==> src/rtl/router_pkg.sv <==
// Shared router definitions: port count, field widths, default soft-reset
// timeout and the input-FSM state encodings. The router FSM, FIFOs and
// output-side sync logic all import this package.
package router_pkg;

  localparam int NUM_PORTS = 3;
  localparam int ADDR_W    = 2;
  localparam int DATA_W    = 8;
  localparam int TIMEOUT   = 30;

  typedef enum logic [2:0] {
    DECODE_ADDRESS     = 3'd0,
    LOAD_FIRST_DATA    = 3'd1,
    LOAD_DATA          = 3'd2,
    WAIT_TILL_EMPTY    = 3'd3,
    FIFO_FULL_STATE    = 3'd4,
    LOAD_AFTER_FULL    = 3'd5,
    LOAD_PARITY        = 3'd6,
    CHECK_PARITY_ERROR = 3'd7
  } fsm_state_e;

endpackage

==> src/rtl/router_timeout_ctr.sv <==
// Per-port read-timeout watchdog.
// Counts consecutive edges where the port is valid but not read. When the
// count reaches TIMEOUT it raises soft_reset for exactly one cycle and starts
// a new window, so a port that stays stuck pulses every TIMEOUT cycles.
// Ports:
//   clk, reset  : clock, synchronous active-high reset
//   vld         : port data valid (FIFO not empty)
//   rd          : port read enable
//   soft_reset  : one-cycle soft reset pulse for this port's FIFO
module router_timeout_ctr #(
  parameter int TIMEOUT = 30
) (
  input  logic clk,
  input  logic reset,
  input  logic vld,
  input  logic rd,
  output logic soft_reset
);

  localparam int CNT_W = $clog2(TIMEOUT);
  localparam logic [CNT_W-1:0] LAST = CNT_W'(TIMEOUT - 1);

  logic [CNT_W-1:0] cnt;

  always_ff @(posedge clk) begin
    if (reset) begin
      cnt        <= '0;
      soft_reset <= 1'b0;
    end else begin
      soft_reset <= 1'b0;
      // Any read or empty edge restarts the whole window.
      if (!vld || rd) begin
        cnt <= '0;
      end else if (cnt == LAST) begin
        cnt        <= '0;
        soft_reset <= 1'b1;
      end else begin
        cnt <= cnt + 1'b1;
      end
    end
  end

endmodule

==> src/rtl/router_sync.sv <==
// Output-side sequencing for the 1xN router.
// Latches the header address, steers the FSM write enable to the addressed
// FIFO, returns that FIFO's full flag, drives per-port valid and runs one
// read-timeout watchdog per FIFO.
// Ports:
//   clk, reset     : clock, synchronous active-high reset
//   detect_add     : FSM decoding header; datain holds destination address
//   datain         : header address
//   write_enb_reg  : FSM write request for current packet
//   read_enb       : per-port read enables
//   empty, full    : per-FIFO status flags
//   write_enb      : one-hot (or zero) FIFO write enable
//   fifo_full      : full flag of the addressed FIFO
//   vld_out        : per-port data valid
//   soft_reset     : per-FIFO one-cycle soft reset
//   addr_err       : one-cycle pulse on an out-of-range header address
module router_sync #(
  parameter int NUM_PORTS = router_pkg::NUM_PORTS,
  parameter int ADDR_W    = router_pkg::ADDR_W,
  parameter int TIMEOUT   = router_pkg::TIMEOUT
) (
  input  logic                 clk,
  input  logic                 reset,
  input  logic                 detect_add,
  input  logic [ADDR_W-1:0]    datain,
  input  logic                 write_enb_reg,
  input  logic [NUM_PORTS-1:0] read_enb,
  input  logic [NUM_PORTS-1:0] empty,
  input  logic [NUM_PORTS-1:0] full,
  output logic [NUM_PORTS-1:0] write_enb,
  output logic                 fifo_full,
  output logic [NUM_PORTS-1:0] vld_out,
  output logic [NUM_PORTS-1:0] soft_reset,
  output logic                 addr_err
);

  import router_pkg::*;

  // One extra bit so NUM_PORTS == 2**ADDR_W still compares correctly.
  localparam logic [ADDR_W:0] NP = (ADDR_W + 1)'(NUM_PORTS);

  logic [ADDR_W-1:0]    addr_reg;
  logic                 addr_valid;
  logic                 in_range;
  logic [NUM_PORTS-1:0] addr_hot;

  assign in_range = ({1'b0, datain} < NP);

  // Header latch. A write in the same cycle as detect_add still decodes on
  // the previous address; the new one applies from the next cycle.
  always_ff @(posedge clk) begin
    if (reset) begin
      addr_reg   <= '0;
      addr_valid <= 1'b0;
      addr_err   <= 1'b0;
    end else begin
      addr_err <= 1'b0;
      if (detect_add) begin
        addr_reg   <= datain;
        addr_valid <= in_range;
        addr_err   <= ~in_range;
      end
    end
  end

  // Decoded address is zero while no valid header is held, which keeps both
  // write_enb and fifo_full quiet after reset or an out-of-range header.
  for (genvar i = 0; i < NUM_PORTS; i++) begin : g_port
    assign addr_hot[i] = addr_valid & (addr_reg == ADDR_W'(i));

    router_timeout_ctr #(.TIMEOUT(TIMEOUT)) u_tmo (
      .clk        (clk),
      .reset      (reset),
      .vld        (vld_out[i]),
      .rd         (read_enb[i]),
      .soft_reset (soft_reset[i])
    );
  end

  assign write_enb = addr_hot & {NUM_PORTS{write_enb_reg}};
  assign fifo_full = |(full & addr_hot);
  assign vld_out   = ~empty;

endmodule

==> config.mk <==
export PLATFORM = sky130hd
export DESIGN_NAME = router_sync
export DESIGN_NICKNAME = d
export VERILOG_FILES = /design/src/rtl/router_pkg.sv /design/src/rtl/router_timeout_ctr.sv /design/src/rtl/router_sync.sv
export SDC_FILE = /design/constraint.sdc
export NUM_CORES = 1
export LEC_CHECK = 0
export CORE_MARGIN = 1.5
export CORE_UTILIZATION = 58
export DETAILED_ROUTE_END_ITERATION = 12
export DONT_BUFFER_PORTS = 1
export PLACE_DENSITY = 0.74
export SLEW_MARGIN = 20
export SYNTH_ARGS = -nofsm -noshare
export SYNTH_HDL_FRONTEND = slang
export SYNTH_HIERARCHICAL = 1
export SYNTH_SLANG_ARGS = --single-unit
==> constraint.sdc <==
create_clock -name clk -period 1.5 [get_ports clk]
set_input_delay 0.45 -clock clk [delete_from_list [all_inputs] [get_ports clk]]
set_output_delay 0.45 -clock clk [all_outputs]
set_load 0.005 [all_outputs]
=== Word level (Yosys, flattened, before mapping) ===
Cells that the tools add are included.

* Add/subtract/negate cells: 3
* Order comparisons: 1
* Eq/ne operators: 5
* Multiplexer cells: 3
* Bitwise logic cells: 8
* Reduce and logical (&&, ||, !) cells: 15

{| class="wikitable"
|+ Operators by type and width
! kind !! number
|-
| 5-bit by 1-bit adder with 5-bit output, second input constant || 3
|-
| 5-bit equality test, second input constant || 3
|-
| 3-bit OR reduction || 4
|-
| 2-bit OR reduction || 4
|-
| 3-bit AND || 2
|-
| 1-bit AND || 3
|-
| 1-bit logical NOT || 3
|-
| 1-bit logical OR || 3
|-
| 1-bit 2-to-1 mux || 3
|-
| 3-bit inverter || 1
|-
| 2-bit by 1-bit equality test with 1-bit output, second input constant || 1
|-
| 2-bit equality test, second input constant || 1
|-
| 2-bit logical NOT || 1
|-
| 2-bit less-than comparator, second input constant || 1
|-
| 1-bit inverter || 2
|}

* Register bits: 22
* Bits of input ports: 15
* Output and inout bits: 11
* Logic and storage cells: 44

=== Depth between registers and ports, before layout ===
Gate-level depths: netlist of the first run.

* Depth in word-level cells: 4
* Depth in mapped cells: 5
* Mapped depth without buffers: 5

=== By module ===
The synthesis of the first run kept the hierarchy.

{| class="wikitable"
|+ Modules (own cells, without submodules)
! module !! times used !! cells an instance !! area each (sq um) !! sequential area each (sq um)
|-
| router_timeout_ctr || 3 || 24 || 231.5 || 120.1
|-
| router_sync || 1 || 23 || 192.7 || 80.1
|}

=== Worst setup path after synthesis of the first run ===
OpenSTA, ideal clock, no wires.

* Path type: input -> output
* Start point: input full[2]
* End point: output fifo_full
* Arrival: 0.777 ns
* Required time: 1.050 ns
* Setup slack: 0.273 ns
* Stages on the path: 3
* Buffers on the path: 0
* Path through: mux2i_1 o21ai_1 and2_1

* Cells in the longest elaborated chain, start to end: 2

{| class="wikitable"
|+ Ends and longest elaborated chain
! what !! line !! source
|-
| start: declaration || router_sync.sv:29 || <nowiki>input logic [NUM_PORTS-1:0] full,</nowiki>
|-
| 3-bit AND || router_sync.sv:81 || <nowiki>assign fifo_full = |(full & addr_hot);</nowiki>
|-
| 3-bit OR reduction || router_sync.sv:81 ||
|-
| end: declaration || router_sync.sv:31 || <nowiki>output logic fifo_full,</nowiki>
|}

Every way passes these cells.

=== Worst setup path in the final report of the first run ===
* Start point: register addr_reg[1]
* End point: output fifo_full

* Cells in the longest elaborated chain, start to end: 4
* Elaborated cells between the ends (all ways): 8
* Classes of those cells: eq/ne (2); bitwise (4); reduce/logical (2)

{| class="wikitable"
|+ Ends and longest elaborated chain
! what !! line !! source
|-
| start: declaration || router_sync.sv:42 || <nowiki>logic [ADDR_W-1:0] addr_reg;</nowiki>
|-
| start signal: assignment || router_sync.sv:59 || <nowiki>addr_reg <= datain;</nowiki>
|-
| 2-bit by 1-bit equality test with 1-bit output (tied with other cells) || router_sync.sv:69 || <nowiki>assign addr_hot[i] = addr_valid & (addr_reg == ADDR_W'(i));</nowiki>
|-
| 1-bit AND || router_sync.sv:69 ||
|-
| 3-bit AND (*) || router_sync.sv:81 ||
|-
| 3-bit OR reduction (*) || router_sync.sv:81 ||
|}

Mark *: on every way between the ends. The rest lies on a longest branch, timed or not.

==> metrics, run 1 <==
first-pass GRT wire length between 2000 and 2500 um; CTS tree yes; # diodes 0; Distinct cells, synth 19; initial antenna violation count 0; Core Region approximately 0.0014 sq mm; pin count of the biggest net entering global routing 12; unrepaired setup endpoints after global routing yes; Mapped Nets between 100 and 150; CTS root buf clkbuf_4; routed wire length per instance between 10 and 15 um; outcome complete, but fails checks; Final Core Density about 70%; R2R depth 5; routed via count about 630; area grow syn2layout 7.05%; crit path kind register to primary output; mapped cell area slightly below 900 sq um; most frequent cells in the layout nor2_1, dfxtp_1; Power Total slightly below 900 uW; chip height between 40 and 50 um; Hold WS around 210 ps; most common cell after layout, fill and taps aside nor2_1; Final ANT Viol Nets 0; Fin Setup TNS -2.26 ps; HP Class input pin to register; failing checks setup timing; number of global-route vias before repair between 500 and 600; Via-to-Cell Ratio about 5.5; NumNets Final between 100 and 150; die area 0.00177 sq mm; #FFs+latches synth 22; num ports 26; Die W around 42 um; dpl cell area approximately 910 sq um; Synth Warn # 6; H-tree Lvls 1; Pleak 0.359 nW; Crit Path Max Fanout 5; Worst-Margin Slew roughly 260 ps; Synth Instances 95; Cell Rows 13; final-report max-slew violation count 0; Detailed Place HPWL around 970 um; drt first pass iters 4; Starting Density between 60% and 70%; Req. time, crit path about 1100 ps; Worst-path clk slew about 100 ps; Layout Cells excl Fill 114; Setup WS pre-CTS roughly 210 ps; CP Launch Type register; normalized max-slew margin 82.8%; Fin. Hold Viols 0; GP Congestion around 0.78; Design Area, Final ~950 sq um; Final setup viols 1; Final WS setup -2.26 ps; syn_area_per_cell just over 9 sq um; share of cells above drive strength 1 approximately 10%; Hold Path Stages 1; peak supply drop about 0.00056 V; minimum clock period ~1500 ps; # DRC 0; max reg flops 15; fin crit share 100%; placed cell count 110; Max Cap Viol 0; GR Util All Layers between 10% and 20%; reg2reg setup slack 470 ps; Port Buffers 0; crit path DAT 1050 ps; P per Cell Area 936 mW/mm^2; Critical Path End Type primary output; final clock skew ~2.3 ps; Max Freq 0.666 GHz; number of buffers created by CTS 3; final wirelength around 1300 um; Hold Buf Count CTS 0; CTS Buffer Depth 2; Seq/Total Area, Yosys roughly half; DR iter-0 viols 4; GRT Residual Overflow 0; clock latency on the worst-skew pair 290 ps; CTS sink count 22
area by class of cell:
class	instances	area, sq um
Fill cell	115	417
Timing Repair Buffer	1	7.51
Clock buffer	3	22.5
Tap cell	15	18.8
Sequential cell	22	444
Multi-Input combinational cell	67	434
Inverter	6	22.5
cells in the mapped netlist:
| library cell | n | share of area (%) |
|---|---|---|
| nor2_1 | 23 | 9.7 |
| dfxtp_1 | 22 | 50 |
| ha_1 | 6 | 8.5 |
| inv_1 | 6 | 2.5 |
| nand3_1 | 6 | 3.4 |
| xor2_1 | 6 | 5.9 |
| nand2_1 | 5 | 2.1 |
| nand3_2 | 3 | 3.4 |
| nand4_1 | 3 | 2.1 |
| nor3b_1 | 3 | 2.5 |
| xnor2_1 | 3 | 3.0 |
| mux2i_1 | 2 | 2.3 |
| a21oi_1 | 1 | 0.56 |
| a311oi_1 | 1 | 0.99 |
| and2_1 | 1 | 0.71 |
| nand2b_1 | 1 | 0.71 |
| nand3b_1 | 1 | 0.85 |
| nor3_1 | 1 | 0.56 |
| o21ai_1 | 1 | 0.56 |
where the power goes:
part           internal [mW]  switching (mW)  leakage [nW]
Sequential             0.593         0.00984         0.179
Clock                 0.0932           0.149        0.0138
Combinational         0.0200          0.0238         0.167
Total                  0.706           0.182         0.359
final timing paths:
check | start | endpoint
min reg2reg | g_port[2].u_tmo/cnt[0]$_SDFF_PP0_ | g_port[2].u_tmo/cnt[0]$_SDFF_PP0_
min | reset | addr_reg[1]$_SDFFE_PP0P_
max reg2reg | g_port[0].u_tmo/cnt[1]$_SDFF_PP0_ | g_port[0].u_tmo/cnt[3]$_SDFF_PP0_
max | addr_reg[1]$_SDFFE_PP0P_ | fifo_full
worst max-delay path: stages, from the launching register on:
cell     delay, ps
dfxtp_4        380
mux2i_1        180
o21ai_1         70
and2_1         150
repair_timing:
item / 4_1_cts / 5_1_grt
endpoints found under the setup margin: 1 / 4
setup buffers: 1 / 0
resized for setup: 2 / 2
pin swaps: 1 / 0
cell families (layout without fill, tap and decap cells):
family | after synthesis | in the layout | share of synthesized area [%]
AOI/OAI and AO/OA | 3 | 3 | 2.11
xor gates and xnor gates | 9 | 9 | 8.89
adders and majority gates | 6 | 6 | 8.46
buffers and inverters | 6 | 10 | 2.54
DFF | 22 | 22 | 49.6
muxes | 2 | 2 | 2.26
and+or+nand+nor | 47 | 47 | 26.1
routing by layer:
| metal | global-route usage (%) | share of wire, % | vias to the layer above |
|---|---|---|---|
| li1 | - | - | 321 |
| met1 | 19.6 | 47 | 287 |
| met2 | 28.4 | 47 | 15 |
| met3 | 3.02 | 4.8 | 2 |
| met4 | 9.38 | 1.3 | 0 |
| met5 | 0 | 0 | - |
Note: power is estimated with default switching activity, not from simulation.
==> run 2: changes to the inputs <==
--- a/config.mk
+++ b/config.mk
@@ -7,6 +7,7 @@
 export LEC_CHECK = 0
 export CORE_MARGIN = 1.5
 export CORE_UTILIZATION = 58
+export CTS_CLUSTER_DIAMETER = 60
 export DETAILED_ROUTE_END_ITERATION = 12
 export DONT_BUFFER_PORTS = 1
 export PLACE_DENSITY = 0.74
==> results of run 2 <==
Same layout as run 1: the final DEF is identical, and so are final timing and power.
==> run 3: changes to the inputs <==
--- a/config.mk
+++ b/config.mk
@@ -5,13 +5,14 @@
 export SDC_FILE = /design/constraint.sdc
 export NUM_CORES = 1
 export LEC_CHECK = 0
+export ABC_CLOCK_PERIOD_IN_PS = 1500
 export CORE_MARGIN = 1.5
 export CORE_UTILIZATION = 58
 export CTS_CLUSTER_DIAMETER = 60
 export DETAILED_ROUTE_END_ITERATION = 12
 export DONT_BUFFER_PORTS = 1
 export PLACE_DENSITY = 0.74
-export SLEW_MARGIN = 20
+export SLEW_MARGIN = 10
 export SYNTH_ARGS = -nofsm -noshare
 export SYNTH_HDL_FRONTEND = slang
 export SYNTH_HIERARCHICAL = 1
==> results of run 3 <==
Same layout as run 1: the final DEF is identical, and so are final timing and power.
